<file path="src/rtl/divisor_secuencial_param.sv">
// Multi-cycle restoring divider, signed/unsigned, BITS_POR_CICLO quotient bits per clock.
// Latency: Done tamanyo/BITS_POR_CICLO+1 edges after the accepting edge (1 edge on divide-by-zero).
// Backpressure: one division in flight; Start is ignored while Ready=0.
module divisor_secuencial_param #(
    parameter int tamanyo        = 32,
    parameter int BITS_POR_CICLO = 1
) (
    input  logic               CLK,
    input  logic               RSTa,
    input  logic               Start,
    input  logic               Signo,
    input  logic [tamanyo-1:0] Num,
    input  logic [tamanyo-1:0] Den,
    output logic               Ready,
    output logic               Done,
    output logic [tamanyo-1:0] Coc,
    output logic [tamanyo-1:0] Res,
    output logic               DivCero,
    output logic               Ovf
);
    localparam int N  = tamanyo / BITS_POR_CICLO;
    localparam int CW = (N > 1) ? $clog2(N) : 1;
    localparam logic [CW-1:0]      LAST     = CW'(N - 1);
    localparam logic [tamanyo-1:0] MOST_NEG = {1'b1, {(tamanyo-1){1'b0}}};

    typedef enum logic [1:0] {IDLE, ITER, FIX} state_t;
    state_t state;

    logic [tamanyo-1:0] accu, q, m;
    logic [CW-1:0]      cnt;
    logic               sn, sd, dz, ov;

    logic               num_neg, den_neg, den_zero;
    logic [tamanyo-1:0] num_abs, den_abs;

    // The magnitude of the most-negative value keeps its bit pattern, read as unsigned.
    assign num_neg  = Signo & Num[tamanyo-1];
    assign den_neg  = Signo & Den[tamanyo-1];
    assign num_abs  = num_neg ? -Num : Num;
    assign den_abs  = den_neg ? -Den : Den;
    assign den_zero = (Den == '0);

    logic [tamanyo:0]   sh;
    logic [tamanyo-1:0] accu_nxt, q_nxt;

    always_comb begin
        sh       = '0;
        accu_nxt = accu;
        q_nxt    = q;
        for (int i = 0; i < BITS_POR_CICLO; i++) begin
            // Shifted value is tamanyo+1 bits so the carry-out takes part in the compare.
            sh    = {accu_nxt, q_nxt[tamanyo-1]};
            q_nxt = {q_nxt[tamanyo-2:0], 1'b0};
            if (sh >= {1'b0, m}) begin
                sh       = sh - {1'b0, m};
                q_nxt[0] = 1'b1;
            end
            accu_nxt = sh[tamanyo-1:0];
        end
    end

    always_ff @(posedge CLK or negedge RSTa) begin
        if (!RSTa) begin
            state   <= IDLE;
            Ready   <= 1'b1;
            Done    <= 1'b0;
            Coc     <= '0;
            Res     <= '0;
            DivCero <= 1'b0;
            Ovf     <= 1'b0;
            accu    <= '0;
            q       <= '0;
            m       <= '0;
            cnt     <= '0;
            sn      <= 1'b0;
            sd      <= 1'b0;
            dz      <= 1'b0;
            ov      <= 1'b0;
        end else begin
            Done <= 1'b0;
            case (state)
                IDLE: begin
                    if (Start) begin
                        sn      <= num_neg;
                        sd      <= den_neg;
                        q       <= num_abs;
                        m       <= den_abs;
                        cnt     <= '0;
                        DivCero <= 1'b0;
                        Ovf     <= 1'b0;
                        dz      <= den_zero;
                        ov      <= Signo && (Num == MOST_NEG) && (Den == '1);
                        Ready   <= 1'b0;
                        // Divide-by-zero parks |Num| in the accumulator so the sign fix restores Num.
                        if (den_zero) begin
                            accu  <= num_abs;
                            state <= FIX;
                        end else begin
                            accu  <= '0;
                            state <= ITER;
                        end
                    end
                end
                ITER: begin
                    accu <= accu_nxt;
                    q    <= q_nxt;
                    if (cnt == LAST) begin
                        state <= FIX;
                    end else begin
                        cnt <= cnt + CW'(1);
                    end
                end
                FIX: begin
                    Coc     <= dz ? '1 : ((sn ^ sd) ? -q : q);
                    Res     <= sn ? -accu : accu;
                    DivCero <= dz;
                    Ovf     <= ov;
                    Done    <= 1'b1;
                    Ready   <= 1'b1;
                    state   <= IDLE;
                end
                default: state <= IDLE;
            endcase
        end
    end
endmodule

</file>
<file path="config.mk">
export PLATFORM = sky130hd
export DESIGN_NAME = divisor_secuencial_param
export DESIGN_NICKNAME = d
export VERILOG_FILES = /design/src/rtl/divisor_secuencial_param.sv
export SDC_FILE = /design/constraint.sdc
export NUM_CORES = 1
export LEC_CHECK = 0
export CAP_MARGIN = 10
export CORE_MARGIN = 1.5
export CORE_UTILIZATION = 40
export CTS_CLUSTER_SIZE = 8
export DETAILED_ROUTE_END_ITERATION = 12
export GPL_TIMING_DRIVEN = 0
export SLEW_MARGIN = 20
export SYNTH_ARGS = -nofsm -noshare
export SYNTH_HDL_FRONTEND = slang
export SYNTH_SLANG_ARGS = --single-unit
</file>
<file path="constraint.sdc">
create_clock -name CLK -period 4.15 [get_ports CLK]
set_input_delay 0.83 -clock CLK [delete_from_list [all_inputs] [get_ports CLK]]
set_output_delay 0.83 -clock CLK [all_outputs]
set_load 0.02 [all_outputs]
</file>
==> run_results.csv, run 1 <==
group,metric,value,unit
logic_synthesis,synthFlopType,"dfrtp_1",
layout,nets,1715,
grt,antenna_found_initial,0,
worst_setup_path,worstPathMaxFanout,6,
detailed_routing,dr.pass1.iters,5,
logic_synthesis,synth_seq_cells,175,
min_path,worstHoldPathType,"in2async",
grt,grt_overflow,0,
clocking,clock_path_buffers,2,
detailed_routing,drc,0,
clocking,cts_tree,"built",
sta,fin_skew,0.0135,ns
logic_synthesis,synth_cells,1453,
worst_setup_path,r2r_start,"accu[5]",
logic_synthesis,synth-edff-count,0,
grt,grt_util_met1,38.8,%
worst_setup_path,slowest_delay,0.66,ns
worst_setup_path,start_kind,"primary input",
detailed_routing,wire_per_inst,20.1,um
worst_setup_path,criticalPathCategory,"in2reg",
logic_synthesis,syn-num-nets,1561,
logic_synthesis,synth_top_area_share,36.6,%
sta,report.final.slew_viol_count,0,
logic_synthesis,synthTopCellsByArea,"dfrtp_1, a21oi_1, o21ai_0",
detailed_routing,vias,11465,
grt,met2_usage,40.0,%
logic_synthesis,yosys.area.top_type,"dfrtp_1",
detailed_routing,via_per_inst,5.72,
detailed_routing,dr.first_iter.drc_count,1101,
die,die_height,175,um
logic_synthesis,ys_types,76,
sta,max-slew-margin-rel,25.0,%
layout,syn_to_final_growth,20.5,%
power,p_leak,5.87,nW
logic_synthesis,async_flop_share,100,%
clocking,cts_buffers,17,
worst_setup_path,rr_endpoint,"accu[29]",
sta,min_period,4.08,ns
worst_setup_path,crit_arrival,4.42,ns
worst_setup_path,path_delay_family,"simple AND/OR/NAND/NOR gates",
die,start_util,41.0,%
worst_setup_path,r2r_cells,13,
logic_synthesis,yosysWarnings,0,
grt,grt_pass1_vias,10921,
worst_setup_path,r2r_slack,0.45,ns
layout,antenna_cells,0,
clocking,cts-root-buf,"clkbuf_16",
worst_setup_path,crit_chain,"clkdlybuf4s50_1, nor4_1, nand2_1, or4_1, or2_1, nor2_1, nand3_1, nor3_1, a21oi_1, o21ai_0",
grt,grt_max_degree,94,
clocking,clkTransAtPathRegs,0.08,ns
worst_setup_path,worstPathRequired,4.49,ns
logic_synthesis,netlist_area,11900,um^2
power,worst_ir_drop_vdd,321,uV
sta,tns,0,ns
placement,place_congestion,0.946,
sta,holdWs,0.361,ns
sta,rsz0062_at_grt,"no",
sta,final-setup-viol-count,0,
placement,port_buffers,134,
sta,post-route-period-util,98.3,%
die,rows,62,
die,coreArea,29000,um^2
placement,dp_hpwl,31.4,mm
worst_setup_path,crit_buf_inv,1,
detailed_routing,wl,40.3,mm
sta,final-hold-violation-count,0,
worst_setup_path,cp.depth,10,
sta,fmax,245,MHz
sta,worst_pin_slew,1.12,ns
die,io_pins,136,
die,die_w,175,um
layout,drive_above_1_share,4.44,%
clocking,worstSkewPairLatency,0.45,ns
grt,gr-usage-met3,5.71,%
detailed_routing,ant_nets,0,
grt,grt_usage,26.6,%
logic_synthesis,ys_seq_area_share,36.8,%
worst_setup_path,end_kind,"register",
run_status,status,"complete, no violations",
power,pwr_density_cell,940,nW/um^2
worst_setup_path,crit_slowest_cell,"nor4_1",
die,die_area,30800,um^2
clocking,clock-sinks,175,
clocking,cts.htree.levels,4,
grt,top_usage_layer,"met2",
flow_run,maxCapViolations,0,
logic_synthesis,syn_area_per_cell,8.19,um^2
grt,grt_pass1_wl,63.1,mm
layout,final_util,49.4,%
[kinds of logic after synthesis]
logic type	synth area share (%)
compound gates	22.6
xor+xnor	10.7
fa+ha+maj	4.27
buf+inv	4.91
flops	36.8
mux	1.69
simple gates	19.0
[how the worst max path moves through the flow]
stage / start / to / slack, ns
final: Den[2] / accu[20] / 0.07
after global routing: Den[2] / accu[20] / 0.06
after CTS: Den[2] / accu[20] / 0.20
after detailed placement: Num[0] / accu[28] / -0.45
after global placement: RSTa / Res[22] / -5.31
after floorplan: Num[0] / accu[30] / 1.17
[synthesized netlist by cell type, types with 3 or more instances]
master	count
and2_1	9
buf_1	3
nor3_1	28
xnor2_1	63
a31oi_1	19
a22oi_1	16
o211ai_1	7
o41ai_1	7
dfrtp_1	174
mux2i_1	19
xor2_1	82
nand3_1	24
a21o_1	10
nand4_1	19
nor2b_1	12
o22ai_1	20
o31ai_1	26
a22o_1	6
nor2_1	128
nand2_1	165
a21oi_1	152
nor4_1	19
ha_1	39
nor3b_1	3
o21a_1	5
buf_2	10
and3_1	10
nand2b_1	13
o21ai_0	149
o21ai_1	3
or3_1	10
o21bai_1	3
inv_1	58
clkbuf_1	71
nor4_2	4
or4_1	10
a21boi_0	3
a211oi_1	7
[final cells by class]
type                       instances  area [um^2]
fill                            2913        14700
multi-input combinational       1131         6950
sequential                       175         4380
timing repair buffer             135         1370
tap                              384          480
clock buffer                      17          425
buffer                            88          363
inverter                          59          221
clock inverter                    15          143
[timing repair]
action / 4_1_cts / 5_1_grt
hold buffers: 0 / 0
setup endpoints to repair: 1 / 0
setup buffers: 0 / 0
resized for setup: 1 / 0
[cell usage in the layout (no fill, tap or decap), types with 12 or more instances in the layout]
master / instances
a31oi_1: 19
inv_1: 58
nand2_1: 165
xnor2_1: 63
clkbuf_16: 17
clkdlybuf4s50_1: 133
nor2b_1: 12
nor4_1: 18
dfrtp_1: 174
xor2_1: 82
nor3_1: 28
nand4_1: 19
o22ai_1: 20
o21ai_0: 149
mux2i_1: 19
nor2_1: 128
clkbuf_1: 71
a22oi_1: 16
a21oi_1: 152
nand2b_1: 13
nand3_1: 24
o31ai_1: 26
ha_1: 39
[metrics by stage]
step | total power, W | area (um^2) | setup slack, ns | instances
global placement | 0.0116 | 13700 | -5.31 | 1971
CTS | 0.0134 | 14300 | 0.204 | 2004
global route | 0.0145 | 14300 | 0.0634 | 2004
detailed placement | 0.0117 | 13800 | -0.451 | 1972
floorplan | 0.00904 | 11900 | 1.17 | 1453
finish | 0.0135 | 14300 | 0.0723 | 2004
[worst reg2reg max path: stages, from the launching register on]
cell      delay (ns)
dfrtp_1         0.53
ha_1            0.36
buf_2           0.17
nand3_1         0.18
nor2_1          0.19
o211ai_1        0.13
a21oi_1         0.30
o21bai_1        0.13
a21oi_1         0.55
or2_1           0.19
buf_4           0.23
buf_6           0.22
mux2i_1         0.30
a21oi_1         0.10
[state kept, by name, indices dropped and copies added, names as in the netlist]
register and count:
Coc 32, DivCero 1, Done 1, Ovf 1, Ready 1, Res 32, accu 32, cnt 5
dz 1, m 32, ov 1, q 32, sd 1, sn 1, state 2
[per-layer routing]
metal | share of wire [%] | up-vias
met1 | 47 | 5539
li1 | - | 5463
met3 | 7.6 | 38
met2 | 44 | 425
met4 | 1.5 | 0
met5 | 0 | -
[report_power, final]
group          total (W)  internal [W]  switching (W)
clock network    0.00165      0.000802       0.000845
logic            0.00841       0.00345        0.00496
registers        0.00341       0.00253       0.000886
(Power assumes the default switching activity.)
==> run 2, diff against run 1 <==
--- a/config.mk
+++ b/config.mk
@@ -5,7 +5,6 @@
 export SDC_FILE = /design/constraint.sdc
 export NUM_CORES = 1
 export LEC_CHECK = 0
-export CAP_MARGIN = 10
 export CORE_MARGIN = 1.5
 export CORE_UTILIZATION = 40
 export CTS_CLUSTER_SIZE = 8
==> results of run 2 <==
Same layout as run 1: the final DEF is identical, and so are final timing and power.
